[config.mk]
export PLATFORM = sky130hd
export DESIGN_NAME = vga_mem_arbiter
export DESIGN_NICKNAME = d
export VERILOG_FILES = /design/src/rtl/vga_mem_arbiter.sv
export SDC_FILE = /design/constraint.sdc
export NUM_CORES = 1
export LEC_CHECK = 0
export BUFFER_PORTS_ARGS = -buffer_cell sky130_fd_sc_hd__buf_2
export CAP_MARGIN = 20
export CORE_MARGIN = 1.5
export CORE_UTILIZATION = 25
export DETAILED_ROUTE_END_ITERATION = 8
export GPL_TIMING_DRIVEN = 0
export PLACE_DENSITY = 0.77
export SLEW_MARGIN = 30
export SYNTH_ARGS = -nofsm -noshare
export SYNTH_HDL_FRONTEND = slang
export SYNTH_SLANG_ARGS = --single-unit
[constraint.sdc]
create_clock -name clk -period 1.35 [get_ports clk]
set_input_delay 0.135 -clock clk [delete_from_list [all_inputs] [get_ports clk]]
set_output_delay 0.135 -clock clk [all_outputs]
set_load 0.1 [all_outputs]
[src/rtl/vga_mem_arbiter.sv]
// vga_mem_arbiter: shares one memory port between VGA reads (priority) and CPU reads/writes (starvation-forced slot), with tagged read return; ports: vga_*/cpu_* requesters, mem_* memory port
module vga_mem_arbiter #(
  parameter int ADDR_W         = 16,
  parameter int DATA_W         = 16,
  parameter int RD_LATENCY     = 1,
  parameter int CPU_STARVE_MAX = 4
) (
  input  logic              clk,
  input  logic              reset,
  input  logic              vga_req,
  input  logic [ADDR_W-1:0] vga_addr,
  output logic              vga_gnt,
  output logic              vga_rvalid,
  output logic [DATA_W-1:0] vga_rdata,
  input  logic              cpu_req,
  input  logic              cpu_we,
  input  logic [ADDR_W-1:0] cpu_addr,
  input  logic [DATA_W-1:0] cpu_wdata,
  output logic              cpu_gnt,
  output logic              cpu_rvalid,
  output logic [DATA_W-1:0] cpu_rdata,
  output logic              mem_en,
  output logic              mem_we,
  output logic [ADDR_W-1:0] mem_addr,
  output logic [DATA_W-1:0] mem_wdata,
  input  logic [DATA_W-1:0] mem_rdata
);
  logic [3:0]            starve_q, starve_d;
  logic [RD_LATENCY-1:0] vld_q, vld_d, own_q, own_d;
  logic                  force_cpu;
  always_comb begin
    force_cpu  = cpu_req && starve_q == 4'(CPU_STARVE_MAX);
    vga_gnt    = !reset && vga_req && !force_cpu;
    cpu_gnt    = !reset && cpu_req && (force_cpu || !vga_req);
    mem_en     = vga_gnt | cpu_gnt;
    mem_we     = cpu_gnt & cpu_we;
    mem_addr   = cpu_gnt ? cpu_addr : vga_gnt ? vga_addr : '0;
    mem_wdata  = cpu_gnt ? cpu_wdata : '0;
    starve_d   = (cpu_gnt || !cpu_req) ? 4'd0 :
                 starve_q == 4'(CPU_STARVE_MAX) ? starve_q : starve_q + 4'd1;
    vld_d      = RD_LATENCY'({vld_q, vga_gnt | (cpu_gnt & !cpu_we)});
    own_d      = RD_LATENCY'({own_q, cpu_gnt});
    vga_rvalid = !reset && vld_q[RD_LATENCY-1] && !own_q[RD_LATENCY-1];
    cpu_rvalid = !reset && vld_q[RD_LATENCY-1] && own_q[RD_LATENCY-1];
    vga_rdata  = vga_rvalid ? mem_rdata : '0;
    cpu_rdata  = cpu_rvalid ? mem_rdata : '0;
  end
  always_ff @(posedge clk) begin
    if (reset) begin
      starve_q <= '0;
      vld_q    <= '0;
      own_q    <= '0;
    end else begin
      starve_q <= starve_d;
      vld_q    <= vld_d;
      own_q    <= own_d;
    end
  end
endmodule

==> results of run 1 <==
==> stage by stage <==
step | setup TNS (ps) | utilization (%) | instance area, sq um | instances | hold WS (ps)
global placement | -21590 | 60.2 | 1870 | 284 | 348
floorplan | -8270 | - | 1120 | 102 | 227
detailed placement | -22060 | 60.2 | 1870 | 284 | 345
==> logic make-up after synthesis <==
family,after synthesis,share of synthesized area (%)
adders and majority gates,2,2.99
buffers and inverters,9,7.93
muxes,1,1.35
and+or+nand+nor,63,50.1
xor gates and xnor gates,1,1.05
DFF,6,14.4
AOI/OAI and AO/OA,20,22.2
==> metrics.txt, run 1 <==
Cell variety after synth=23; FF+latch count, synth=6; DIE HEIGHT=slightly above 60 um; synth cell count leaders=49 x and2_1, 16 x a22o_1, 6 x dfxtp_1; row cnt=20; yosys warns=0; Synth Instances=slightly above 100; Syn Nets=around 170; total setup buffers inserted after CTS=17; Synth area leaders=and2_1 37%, a22o_1 17%, dfxtp_1 14%; outcome=aborted with a tool error; Most used DFF post-synth=dfxtp_1; DP HPWL=between 2 and 3 mm; clock root buffer=clkbuf_4; clock sink total=6; Initial Util=approximately 27%; CTS H-tree lvls=1; Buffers on Ports=about 140; Seq/Total Area, Yosys=roughly 14%; post-synthesis cell area=~840 sq um; Post-synth EDFFs=0; CTS max path bufs=2; area leader, netlist=and2_1; # IOs=about 140; share of the synthesized area in the top cell type=a little under two fifths; count leader, synth=and2_1; async set-or-reset flop fraction in the synthesized netlist=0%; gpl congestion=0.719; PostCTS Resize Cnt=310; Exit stage=clock tree synthesis; pre-CTS WS=-572 ps; Post-Syn Area per Cell=~8.2 sq um; die width=60.8 um; CTS Buf Count=3; hold buffer count at cts=0; First Err=[ERROR DPL-0038] Utilization greater than 100%, impossible to legalize
==> run 2: changes to the inputs <==
--- a/config.mk
+++ b/config.mk
@@ -7,11 +7,11 @@
 export LEC_CHECK = 0
 export BUFFER_PORTS_ARGS = -buffer_cell sky130_fd_sc_hd__buf_2
 export CAP_MARGIN = 20
-export CORE_MARGIN = 1.5
-export CORE_UTILIZATION = 25
+export CORE_AREA = 2 2 63 65
 export DETAILED_ROUTE_END_ITERATION = 8
+export DIE_AREA = 0 0 65 67
 export GPL_TIMING_DRIVEN = 0
-export PLACE_DENSITY = 0.77
+export PLACE_DENSITY_LB_ADDON = 0.15
 export SLEW_MARGIN = 30
 export SYNTH_ARGS = -nofsm -noshare
 export SYNTH_HDL_FRONTEND = slang
==> constraint.sdc (replaced) <==
create_clock -name clk -period 1.76 [get_ports clk]
set_input_delay 0.176 -clock clk [delete_from_list [all_inputs] [get_ports clk]]
set_output_delay 0.176 -clock clk [all_outputs]
set_load 0.1 [all_outputs]
==> metrics.txt, run 2 <==
DIE HEIGHT=67 um (was 60.8 um); crit path max fanout=5; Sw Share=around 50%; Required @ worst endpoint=around 1600 ps; largest net degree at the start of global routing=11; Synth Instances=102 (unchanged); total wire length=roughly 4.7 mm; count leader, synth=and2_1 (unchanged); Finished Layout Cells=312; post-route ant nets=0; Hold/Removal Path Class=input port to flip-flop; max reg flops=4; Congestion Overflow GR=0; Most used DFF post-synth=dfxtp_1 (unchanged); Top reg by flops=starve_q; final non-filler cell area=between 0.002 and 0.003 sq mm; Max Clock Freq=between 500 and 600 MHz; biggest regs=starve_q (4), own_q (1), vld_q (1); Seq/Total Area, Yosys=14.4% (unchanged); share of the synthesized area in the top cell type=36.7% (unchanged); RSZ-0062 raised after global routing=true; area leader, netlist=and2_1 (unchanged); share of cells above drive strength 1=a little under 90%; Post-Syn Area per Cell=8.19 sq um (unchanged); WS Path Type=flip-flop to output port; Synth area leaders=and2_1 37%, a22o_1 17%, dfxtp_1 14% (unchanged); via count=1401; clock power share=between 10% and 20%; Worst EP arrival=~1700 ps; Placed Area=0.00172 sq mm (was 0.00187 sq mm); clock slew at reported path FFs=40 ps; CTS H-tree lvls=1 (unchanged); number of global-route vias before repair=1458; Global Route Usage Sum=a little over a fifth; first-pass GRT wire length=6.94 mm; row cnt=22 (was 20); outcome=complete, but fails checks (was aborted with a tool error); post-synthesis cell area=836 sq um (unchanged); Comb power frac=approximately 70%; Cell variety after synth=23 (unchanged); clock sink total=6 (unchanged); drc violations=0; CTS Buf Count=3 (unchanged); Total Power=about 1.2 mW; hold buffer count at cts=0 (unchanged); initial antenna violation count=0; Final Skew=approximately 2.4 ps; Area Growth Syn to Fin=222%; post-layout util=74.5%; Psw=between 0.6 and 0.7 mW; maxcap violations=0; worst-margin pin slew=between 400 and 500 ps; Leakage Power=approximately 1.4 nW; Hold Vio Cnt, Final=0; Post-synth EDFFs=0 (unchanged); Power Density=454 mW/mm^2; pre-CTS WS=-214 ps (was -572 ps); DP HPWL=2.66 mm (was 2.78 mm); Initial Util=23.2% (was 26.9%); # IOs=139 (unchanged); DRT Pass-1 Iters=4; clock period minus worst slack=1880 ps; Detailed Route Iter0 Violations=11; startpoint class of the critical path=flip-flop; placed instance count=288 (was 284); failing checks=negative setup slack; Avg Vias per Cell=between 4 and 5; die width=65 um (was 60.8 um); fin crit share=107%; core area=0.00361 sq mm; commonest cells after routing, fill and taps aside=83 x buf_2, 37 x buf_12, 32 x and2_4, 31 x buf_4, 16 x a22o_4; Syn Nets=173 (unchanged); ant diodes=0; Final setup viols=33; CTS max path bufs=2 (unchanged); TritonCTS clock tree=yes; most common cell after layout, fill and taps aside=buf_2; Max Slew Vio Count=0; Setup WS post-layout=-125 ps; P_int=between 0.6 and 0.7 mW; worst ir drop on vdd=0.000422 V; gpl congestion=0.732 (was 0.719); Nets=between 300 and 400; Buffers on Ports=138 (unchanged); Routed wire per std cell=between 15 and 20 um; fillers=254; clock root buffer=clkbuf_8 (was clkbuf_4); sequential power share=a little under an eighth; clk_lat worst skew=230 ps; FF+latch count, synth=6 (unchanged); synth cell count leaders=49 x and2_1, 16 x a22o_1, 6 x dfxtp_1 (unchanged); yosys warns=0 (unchanged); async set-or-reset flop fraction in the synthesized netlist=0% (unchanged); die area=~0.0044 sq mm; relative slew slack=between 60% and 70%; endpoint class of the critical path=output port
==> run 2: metal layers <==
| layer | global-route usage, % | routed length, um |
|---|---|---|
| met5 | 0 | 0 |
| met3 | 7.09 | 463 |
| met2 | 45.9 | 2860 |
| met4 | 4.79 | 50 |
| met1 | 17.6 | 1380 |
==> run 2: cell type report <==
cell class / count / area [sq um] / area share, %
Inverter: 2 / 7.51 / 0.279
Multi-Input combinational cell: 88 / 910 / 33.8
Clock buffer: 3 / 41.3 / 1.54
Sequential cell: 6 / 123 / 4.56
Tap cell: 48 / 60.1 / 2.23
Timing Repair Buffer: 159 / 1480 / 55.0
Buffer: 6 / 68.8 / 2.56
==> run 2: cells by family (layout without fill, tap and decap cells) <==
family	count (synthesis)	after routing	synth area share, %
adders and majority gates	2	2	2.99
muxes	1	1	1.35
and+or+nand+nor	63	63	50.1
AOI/OAI and AO/OA	20	21	22.2
xor gates and xnor gates	1	1	1.05
buffers and inverters	9	170	7.93
DFF	6	6	14.4
==> run 2: metrics by stage <==
stage                     hold WS [ps]  TNS (ps)
after floorplan                    268      -787
after global placement             387     -5750
after detailed placement           389     -5890
after CTS                          162     -1800
after global routing               172     -4670
final                              158     -2350
==> run 2: repair_timing <==
item | 4_1_cts | 5_1_grt
endpoints found under the setup margin | 55 | 61
buffers inserted | 12 | 6
cloned | 5 | 0
pin swaps | 30 | 6
gates resized for setup | 200 | 4
==> run 2: power by group through the flow <==
| stage | clock network (mW) | logic, mW | registers [mW] |
|---|---|---|---|
| finish | 0.215 | 0.863 | 0.143 |
| floorplan | 0 | 0.505 | 0.145 |
| detailed placement | 0 | 0.643 | 0.145 |
| global placement | 0 | 0.640 | 0.145 |
| global route | 0.228 | 0.893 | 0.144 |
| CTS | 0.212 | 0.852 | 0.143 |
==> run 2: worst paths after layout <==
kind	to	cells past startpoint	slack [ps]	start
worst min-delay path	vld_q$_SDFF_PP0_	2	160	cpu_we
worst max register to register	starve_q[3]$_SDFFE_PP0P_	6	380	starve_q[0]$_SDFFE_PP0P_
worst max-delay path	mem_addr[10]	8	-120	starve_q[0]$_SDFFE_PP0P_
worst min register to register	starve_q[2]$_SDFFE_PP0P_	2	580	starve_q[2]$_SDFFE_PP0P_
==> run 2: critical path, stage by stage, from the launching register on <==
cell and delay (ps):
dfxtp_2 320, inv_2 70, ha_4 140, and3b_4 230
a21oi_4 80, buf_6 130, buf_12 120, a22o_4 230
buf_12 160
(Power assumes the default switching activity.)
==> run 3: changes to the inputs <==
--- a/config.mk
+++ b/config.mk
@@ -11,7 +11,8 @@
 export DETAILED_ROUTE_END_ITERATION = 8
 export DIE_AREA = 0 0 65 67
 export GPL_TIMING_DRIVEN = 0
-export PLACE_DENSITY_LB_ADDON = 0.15
+export PLACE_DENSITY = 0.76
+export RECOVER_POWER = 100
 export SLEW_MARGIN = 30
 export SYNTH_ARGS = -nofsm -noshare
 export SYNTH_HDL_FRONTEND = slang
==> metrics.txt, run 3 (synthesis results as in run 2) <==
# IOs=139 (unchanged); share of cells above drive strength 1=89.0% (unchanged); relative slew slack=67.2% (was 67.3%); max reg flops=4 (unchanged); Required @ worst endpoint=1580 ps (about the same); Hold/Removal Path Class=input port to flip-flop (unchanged); most common cell after layout, fill and taps aside=buf_2 (unchanged); fin crit share=107% (about the same); Global Route Usage Sum=20.2% (was 21.0%); Placed Area=0.00172 sq mm (unchanged); Routed wire per std cell=15.6 um (was 15.2 um); clk_lat worst skew=230 ps (about the same); worst ir drop on vdd=0.000434 V (was 0.000422 V); die width=65 um (unchanged); failing checks=negative setup slack (unchanged); Top reg by flops=starve_q (unchanged); DIE HEIGHT=67 um (unchanged); crit path max fanout=6 (was 5); fillers=226 (was 254); Nets=337 (unchanged); Congestion Overflow GR=0 (unchanged); row cnt=22 (unchanged); pre-CTS WS=-218 ps (was -214 ps); drc violations=0 (unchanged); Setup WS post-layout=-128 ps (was -125 ps); clock period minus worst slack=1890 ps (was 1880 ps); DRT Pass-1 Iters=3 (was 4); clock slew at reported path FFs=40 ps (about the same); initial antenna violation count=0 (unchanged); worst-margin pin slew=496 ps (was 493 ps); largest net degree at the start of global routing=11 (unchanged); CTS Buf Count=3 (unchanged); maxcap violations=0 (unchanged); outcome=complete, but fails checks (unchanged); Leakage Power=1.40 nW (about the same); first-pass GRT wire length=6.80 mm (was 6.94 mm); Initial Util=23.2% (unchanged); Detailed Route Iter0 Violations=19 (was 11); WS Path Type=flip-flop to output port (unchanged); endpoint class of the critical path=output port (unchanged); Final setup viols=33 (unchanged); Max Clock Freq=530 MHz (was 531 MHz); gpl congestion=0.725 (was 0.732); startpoint class of the critical path=flip-flop (unchanged); biggest regs=starve_q (4), own_q (1), vld_q (1) (unchanged); DP HPWL=2.79 mm (was 2.66 mm); final non-filler cell area=0.00270 sq mm (was 0.00269 sq mm); R2R setup slack=60 ps (was 380 ps); TritonCTS clock tree=yes (unchanged); total wire length=4.86 mm (was 4.75 mm); RSZ-0062 raised after global routing=true (unchanged); commonest cells after routing, fill and taps aside=83 x buf_2, 35 x buf_12, 32 x and2_4, 25 x buf_4 (was 83 x buf_2, 37 x buf_12, 32 x and2_4, 31 x buf_4, 16 x a22o_4); Hold Vio Cnt, Final=0 (unchanged); Worst EP arrival=1710 ps (about the same); Area Growth Syn to Fin=223% (was 222%); CTS H-tree lvls=1 (unchanged); number of global-route vias before repair=1425 (was 1458); Buffers on Ports=138 (unchanged); Avg Vias per Cell=4.57 (was 4.49); die area=0.00436 sq mm (unchanged); CTS max path bufs=2 (unchanged); Max Slew Vio Count=0 (unchanged); Final Skew=0.618 ps (was 2.43 ps); clock root buffer=clkbuf_8 (unchanged); Total Power=1.22 mW (about the same); clock sink total=6 (unchanged); post-route ant nets=0 (unchanged); via count=1426 (was 1401); Power Density=450 mW/mm^2 (was 454 mW/mm^2); core area=0.00361 sq mm (unchanged); ant diodes=0 (unchanged)
[run 3: what timing repair did]
action / 4_1_cts / 5_1_grt
setup buffers: 16 / 4
resized for setup: 186 / 19
pin swaps: 10 / 17
hold buffers: 0 / 0
setup endpoints to repair: 57 / 46
cloned: 3 / 1
[run 3: routing by layer]
metal / vias up / wire [um] / GRT usage (%) / share of wire [%]
met5: - / 0 / 0 / 0
met3: 7 / 451 / 3.89 / 9.3
li1: 678 / - / - / -
met4: 0 / 42 / 5.05 / 0.86
met2: 90 / 2710 / 40.7 / 56
met1: 651 / 1660 / 21.0 / 34
[run 3: power breakdown]
| group | switching (mW) | internal, mW |
|---|---|---|
| combinational | 0.546 | 0.313 |
| sequential | 0.00262 | 0.141 |
| clock | 0.0671 | 0.148 |
[run 3: stage by stage]
stage          setup TNS, ps  hold slack, ps  instances  utilization [%]
2_1_floorplan           -787             268        102                -
3_3_place_gp           -5570             381        288             47.6
3_5_place_dp           -5880             387        288             47.6
4_1_cts                -2440             157        310             72.0
5_1_grt                -4570             196        312             74.9
6_report               -3420             179        312             74.9
[run 3: final timing paths]
| kind | from | end | cells past startpoint |
|---|---|---|---|
| max reg2reg | starve_q[0]$_SDFFE_PP0P_ | own_q$_SDFF_PP0_ | 11 |
| max | starve_q[0]$_SDFFE_PP0P_ | mem_addr[8] | 8 |
| min | cpu_we | vld_q$_SDFF_PP0_ | 2 |
| min reg2reg | starve_q[0]$_SDFFE_PP0P_ | starve_q[0]$_SDFFE_PP0P_ | 2 |
[run 3: critical path: stages (launching register included)]
cell and delay [ps]:
dfxtp_2 330, inv_2 40, ha_4 160, nand3b_1 160, a21oi_4 80, buf_12 140, clkbuf_16 150, a22o_4 250
buf_12 160
[run 3: layout make-up]
class                           instances  area (sq um)  share of cell area (%)
Timing Repair Buffer                  159          1500                    55.4
Multi-Input combinational cell         88           905                    33.5
Sequential cell                         6           123                    4.54
Buffer                                  6          70.1                    2.59
Tap cell                               48          60.1                    2.22
Clock buffer                            3          41.3                    1.53
Inverter                                2          7.51                   0.278
